===== config.mk =====
export PLATFORM = sky130hd
export DESIGN_NAME = ov7670_stream_gen
export DESIGN_NICKNAME = d
export VERILOG_FILES = /design/src/rtl/ov7670_stream_gen.sv
export SDC_FILE = /design/constraint.sdc
export NUM_CORES = 1
export LEC_CHECK = 0
export ABC_AREA = 1
export CORE_UTILIZATION = 59
export DETAILED_ROUTE_END_ITERATION = 8
export PLACE_DENSITY = 0.9
export SYNTH_ARGS = -nofsm -noshare
export SYNTH_HDL_FRONTEND = slang
export SYNTH_SLANG_ARGS = --single-unit

===== constraint.sdc =====
create_clock -name clk -period 4.26 [get_ports clk]
set_input_delay 0.852 -clock clk [delete_from_list [all_inputs] [get_ports clk]]
set_output_delay 0.852 -clock clk [all_outputs]
set_load 0.05 [all_outputs]

===== src/rtl/ov7670_stream_gen.sv =====
// OV7670-style parallel video source: PCLK/VSYNC/HREF/D[7:0] carrying RGB444 test patterns.
// Frame timing runs in PCLK ticks. Every framing and pixel output is registered on the falling PCLK edge.
module ov7670_stream_gen #(
    parameter int unsigned H_ACTIVE    = 320,
    parameter int unsigned H_BLANK     = 144,
    parameter int unsigned VSYNC_LINES = 3,
    parameter int unsigned V_BACK      = 17,
    parameter int unsigned V_ACTIVE    = 240,
    parameter int unsigned V_FRONT     = 10
) (
    input  logic        clk,
    input  logic        rst,
    input  logic        enable,
    input  logic [1:0]  pattern_sel,
    input  logic [11:0] solid_rgb,
    output logic        pclk_o,
    output logic        vsync_o,
    output logic        href_o,
    output logic [7:0]  d_o,
    output logic        busy,
    output logic        frame_done
);

    localparam int unsigned HREF_TICKS = 2 * H_ACTIVE;
    localparam int unsigned LINE_TICKS = HREF_TICKS + H_BLANK;
    localparam int unsigned BAR_W      = H_ACTIVE / 8;
    localparam int unsigned MAX_VA     = (VSYNC_LINES > V_BACK) ? VSYNC_LINES : V_BACK;
    localparam int unsigned MAX_VB     = (V_ACTIVE > V_FRONT) ? V_ACTIVE : V_FRONT;
    localparam int unsigned MAX_LINES  = (MAX_VA > MAX_VB) ? MAX_VA : MAX_VB;
    localparam int unsigned TW         = $clog2(LINE_TICKS + 1);
    localparam int unsigned LW         = $clog2(MAX_LINES + 1);
    localparam int unsigned XW         = $clog2(H_ACTIVE + 1);
    localparam int unsigned YW         = $clog2(V_ACTIVE + 1);

    localparam logic [2:0] S_IDLE   = 3'd0;
    localparam logic [2:0] S_VSYNC  = 3'd1;
    localparam logic [2:0] S_VBACK  = 3'd2;
    localparam logic [2:0] S_ACTIVE = 3'd3;
    localparam logic [2:0] S_VFRONT = 3'd4;

    logic [2:0]    state, state_n;
    logic [TW-1:0] tick_cnt, tick_n;
    logic [LW-1:0] line_cnt, line_n;
    logic [1:0]    pat_q;
    logic [11:0]   solid_q;

    logic          advance_c;
    logic          load_cfg_c;
    logic          frame_end_c;
    logic          vsync_n, href_n;
    logic [7:0]    d_n;
    logic [XW-1:0] x_n;
    logic [YW-1:0] y_n;
    logic [2:0]    bar_c;
    logic [11:0]   rgb_c;
    int unsigned   phase_lines;

    // State register, position counters and registered video outputs
    always_ff @(posedge clk or posedge rst) begin
        if (rst) begin
            state      <= S_IDLE;
            tick_cnt   <= '0;
            line_cnt   <= '0;
            pat_q      <= '0;
            solid_q    <= '0;
            pclk_o     <= 1'b0;
            vsync_o    <= 1'b0;
            href_o     <= 1'b0;
            d_o        <= '0;
            busy       <= 1'b0;
            frame_done <= 1'b0;
        end else begin
            state      <= state_n;
            tick_cnt   <= tick_n;
            line_cnt   <= line_n;
            frame_done <= frame_end_c;
            if (load_cfg_c) begin
                pat_q   <= pattern_sel;
                solid_q <= solid_rgb;
            end
            if (state == S_IDLE) begin
                pclk_o <= 1'b0;
                busy   <= enable;
            end else begin
                pclk_o <= ~pclk_o;
                if (frame_end_c && !enable) begin
                    busy <= 1'b0;
                end
            end
            if (advance_c) begin
                vsync_o <= vsync_n;
                href_o  <= href_n;
                d_o     <= d_n;
            end
        end
    end

    // Next position in the frame; outputs are derived from the position being entered
    always_comb begin
        state_n     = state;
        tick_n      = tick_cnt;
        line_n      = line_cnt;
        advance_c   = 1'b0;
        load_cfg_c  = 1'b0;
        frame_end_c = 1'b0;
        phase_lines = VSYNC_LINES;

        case (state)
            S_VBACK:  phase_lines = V_BACK;
            S_ACTIVE: phase_lines = V_ACTIVE;
            S_VFRONT: phase_lines = V_FRONT;
            default:  phase_lines = VSYNC_LINES;
        endcase

        if (state == S_IDLE) begin
            if (enable) begin
                state_n    = S_VSYNC;
                tick_n     = '0;
                line_n     = '0;
                advance_c  = 1'b1;
                load_cfg_c = 1'b1;
            end
        end else if (pclk_o) begin
            advance_c = 1'b1;
            if (tick_cnt == TW'(LINE_TICKS - 1)) begin
                tick_n = '0;
                if (line_cnt == LW'(phase_lines - 1)) begin
                    line_n = '0;
                    case (state)
                        S_VSYNC:  state_n = S_VBACK;
                        S_VBACK:  state_n = S_ACTIVE;
                        S_ACTIVE: state_n = S_VFRONT;
                        default: begin
                            frame_end_c = 1'b1;
                            load_cfg_c  = enable;
                            state_n     = enable ? S_VSYNC : S_IDLE;
                        end
                    endcase
                end else begin
                    line_n = line_cnt + LW'(1);
                end
            end else begin
                tick_n = tick_cnt + TW'(1);
            end
        end
    end

    // Pixel generator for the position being entered
    always_comb begin
        x_n   = XW'(tick_n >> 1);
        y_n   = YW'(line_n);
        bar_c = 3'(32'(x_n) / BAR_W);
        rgb_c = solid_q;
        case (pat_q)
            2'd0: begin
                case (bar_c)
                    3'd0:    rgb_c = 12'hFFF;
                    3'd1:    rgb_c = 12'hFF0;
                    3'd2:    rgb_c = 12'h0FF;
                    3'd3:    rgb_c = 12'h0F0;
                    3'd4:    rgb_c = 12'hF0F;
                    3'd5:    rgb_c = 12'hF00;
                    3'd6:    rgb_c = 12'h00F;
                    default: rgb_c = 12'h000;
                endcase
            end
            2'd1:    rgb_c = 12'(32'(x_n) + 32'(y_n));
            default: rgb_c = solid_q;
        endcase

        vsync_n = (state_n == S_VSYNC);
        href_n  = (state_n == S_ACTIVE) && (32'(tick_n) < HREF_TICKS);
        d_n     = 8'h00;
        if (href_n) begin
            d_n = tick_n[0] ? rgb_c[7:0] : {4'h0, rgb_c[11:8]};
        end
    end

endmodule


==> flow_summary.json <==
{
  "area_delta_synth_final_pct": 16.6,
  "yosys_warnings": 0,
  "rr_startpoint": "state[0]",
  "synthesis.area_um2": 3460,
  "dieArea_um2": 6170,
  "period_needed_ns": 4.00,
  "synth_top_area_share": 0.348,
  "synthArstFlopShare": 1.00,
  "synth.avg_cell_area_um2": 7.71,
  "min_period_over_period": 0.939,
  "clock-sinks": 48,
  "cts_max_level": 2,
  "yosys.area_share.simple": 0.332,
  "clock-root-buffer": "clkbuf_8",
  "grt_remaining_overflow": 0,
  "synthTopCellsByArea": "dfrtp_1 (35%), nand2_1 (11%), inv_1 (6.5%), nor2_1 (4.5%), ha_1 (4.3%)",
  "drv_cap": 0,
  "syn_inst": 448,
  "drive_above_1_share": 0.187,
  "worstSetupPathType": "register to register",
  "tns_ns": 0,
  "clock_path_buffers": 2,
  "drt_iter0_drc": 274,
  "leakagePower_nw": 2.07,
  "cts_inserted_buffers": 5,
  "finalHoldViolCount": 0,
  "peakVddDrop_mv": 0.227,
  "port_buffers": 29,
  "clkLatencyLatePin_ns": 0.31,
  "syn_nets": 478,
  "fmax_ghz": 0.250,
  "final_cell_area_um2": 4030,
  "nNetsFinal": 515,
  "crit_arrival_ns": 4.26,
  "coreArea_um2": 5570,
  "wirelength_mm": 8.35,
  "drc": 0,
  "reg2regPathDepth": 27,
  "muxShareOfSynthArea": 0.0420,
  "synth_xor_area_frac": 0.0253,
  "viasPerCell": 5.71,
  "drt-pass1-iter-count": 4,
  "cts_tree": "done",
  "grt_pass1_vias": 3208,
  "hold_path_depth": 2,
  "dpl_cell_area_um2": 3840,
  "finalSetupViolations": 0,
  "rsz0062_at_grt": "yes",
  "yosys.area.top_type": "dfrtp_1",
  "antenna_left": 0,
  "reg2reg_to": "d_o[0]",
  "start_util": 0.620,
  "n_antenna_cell": 0,
  "power.density_cell_area_nw_per_um2": 219,
  "ys_ff_latch": 48,
  "synthAdderAreaFrac": 0.0492,
  "critPathMaxFanout": 5,
  "fin_skew_ns": 0.00858,
  "crit_required_ns": 4.52,
  "yosysSeqAreaShare": 0.348,
  "crit_path_end_kind": "register",
  "hp-start": "href_o",
  "gp_congestion": 0.914,
  "synth_compound_area_frac": 0.120,
  "grt_antenna_before_repair": 0,
  "relSlewSlack": 0.333,
  "die_h_um": 78.5,
  "cp-startpoint": "state[0]",
  "synthTopCellsByCount": "nand2_1 (102), inv_1 (60), dfrtp_1 (48)",
  "synth_edf_count": 0,
  "hp-class": "register to register",
  "power.total_mw": 0.883,
  "synth_top_family_by_area": "simple AND/OR/NAND/NOR gates",
  "clk_pin_slew_ns": 0.10,
  "dp_hpwl_mm": 6.28,
  "grt_start_max_net_pins": 49,
  "ioPinCount": 30,
  "regToRegSetupSlack_ns": 0.26,
  "yosys.cell_count.top_type": "nand2_1",
  "grt_usage": 0.288,
  "synth.distinct_cells": 46,
  "drv_slew": 0,
  "critPathLaunchType": "register",
  "crit_end": "d_o[0]",
  "cts_hold_buf": 0,
  "outcome": "finished, final reports clean",
  "grt_pass1_wl_mm": 14.0,
  "num_vias": 3187,
  "rows": 27,
  "worst_slew_pin_slew_ns": 1.00,
  "wl_per_cell_um": 15.0,
  "die_x_um": 78.5,
  "synth_ff_type": "dfrtp_1"
}
worst max-delay path, stage by stage (launching register included):
cell and delay, ns:
dfrtp_2 0.46, nor2_4 0.14, nand2_1 0.11, ha_1 0.23, xnor2_1 0.13, xor2_1 0.13
o21ai_0 0.09, nor2_1 0.08, nand2_2 0.12, nand3_2 0.11, a21oi_2 0.21, ha_2 0.22
inv_1 0.05, fa_1 0.41, o31ai_2 0.23, inv_1 0.11, nor2_2 0.11, nor2_1 0.05
o21bai_1 0.16, nand2_1 0.09, nand2_1 0.08, a21oi_1 0.08, xor2_1 0.15, nor2_1 0.10
nor2_1 0.05, o21ai_1 0.13, nand2_1 0.07, nand2_1 0.05
worst min path at each step:
stage | end
detailed placement | href_o
CTS | href_o
finish | href_o
global route | d_o[4]
floorplan | solid_q[11]
global placement | href_o
final cells by class:
type | count | area, um2
inverters | 70 | 264
well taps | 72 | 90.1
clock inverters | 3 | 68.8
repair buffers | 35 | 335
clock buffers | 5 | 68.8
fillers | 440 | 1550
multi-input cells | 325 | 2000
flip-flops and latches | 48 | 1200
per-layer routing:
layer  part of all wire  track usage  up-vias
met1               0.39        0.314     1511
li1                   -            -     1529
met2               0.52        0.528      113
met4              0.042        0.143        0
met5                  0            0        -
met3              0.052       0.0547       34
kinds of logic (layout without fill, tap and decap cells):
family                   after synthesis  after routing
adder cells (fa/ha/maj)               13             13
AO/OA/AOI/OAI                         66             66
AND/OR/NAND/NOR                      223            223
flip-flops                            48             48
XOR/XNOR                              10             10
multiplexers                          13             13
buffers and inverters                 75            113
through the flow:
| step | worst slack (ns) | instances | utilization | hold slack [ns] |
|---|---|---|---|---|
| floorplan | 0.628 | 448 | - | 0.471 |
| global placement | 0.221 | 548 | 0.689 | 0.465 |
| detailed placement | -0.0115 | 548 | 0.689 | 0.467 |
| CTS | 0.0546 | 556 | 0.713 | 0.493 |
| global route | -0.0633 | 558 | 0.723 | 0.519 |
| finish | 0.259 | 558 | 0.723 | 0.484 |
flip-flops by register name, summed over array words and instances (netlist names):
| register | count |
|---|---|
| vsync_o | 1 |
| pclk_o | 1 |
| tick_cnt | 10 |
| frame_done | 1 |
| line_cnt | 8 |
| href_o | 1 |
| state | 3 |
| solid_q | 12 |
| busy | 1 |
| pat_q | 2 |
| d_o | 8 |
what timing repair did:
action / CTS / global route
resized for setup: 0 / 14
buffers inserted: 0 / 2
setup endpoints to repair: 0 / 4
layout by cell type, fill, tap and decap left out, types with 6 or more instances in the layout:
| cell type | netlist | final |
|---|---|---|
| nor2_4 | 5 | 6 |
| clkdlybuf4s50_1 | 0 | 29 |
| nand2_2 | 9 | 10 |
| xor2_1 | 9 | 9 |
| ha_1 | 12 | 11 |
| mux2_2 | 12 | 12 |
| buf_4 | 0 | 6 |
| nor2_1 | 41 | 40 |
| nand3_1 | 27 | 26 |
| nand3_2 | 6 | 7 |
| o21ai_0 | 18 | 15 |
| dfrtp_1 | 48 | 47 |
| inv_2 | 9 | 11 |
| nand2_1 | 102 | 101 |
| a21oi_1 | 16 | 15 |
| o21ai_1 | 4 | 6 |
| inv_1 | 60 | 58 |
power breakdown:
part | switching [mW] | internal [mW] | leakage, nW
clock | 0.167 | 0.236 | 0.0687
sequential | 0 | 0.455 | 0.583
combinational | 0.0116 | 0.0129 | 1.42
total | 0.178 | 0.705 | 2.07
Power figures use the tool's default switching activity.
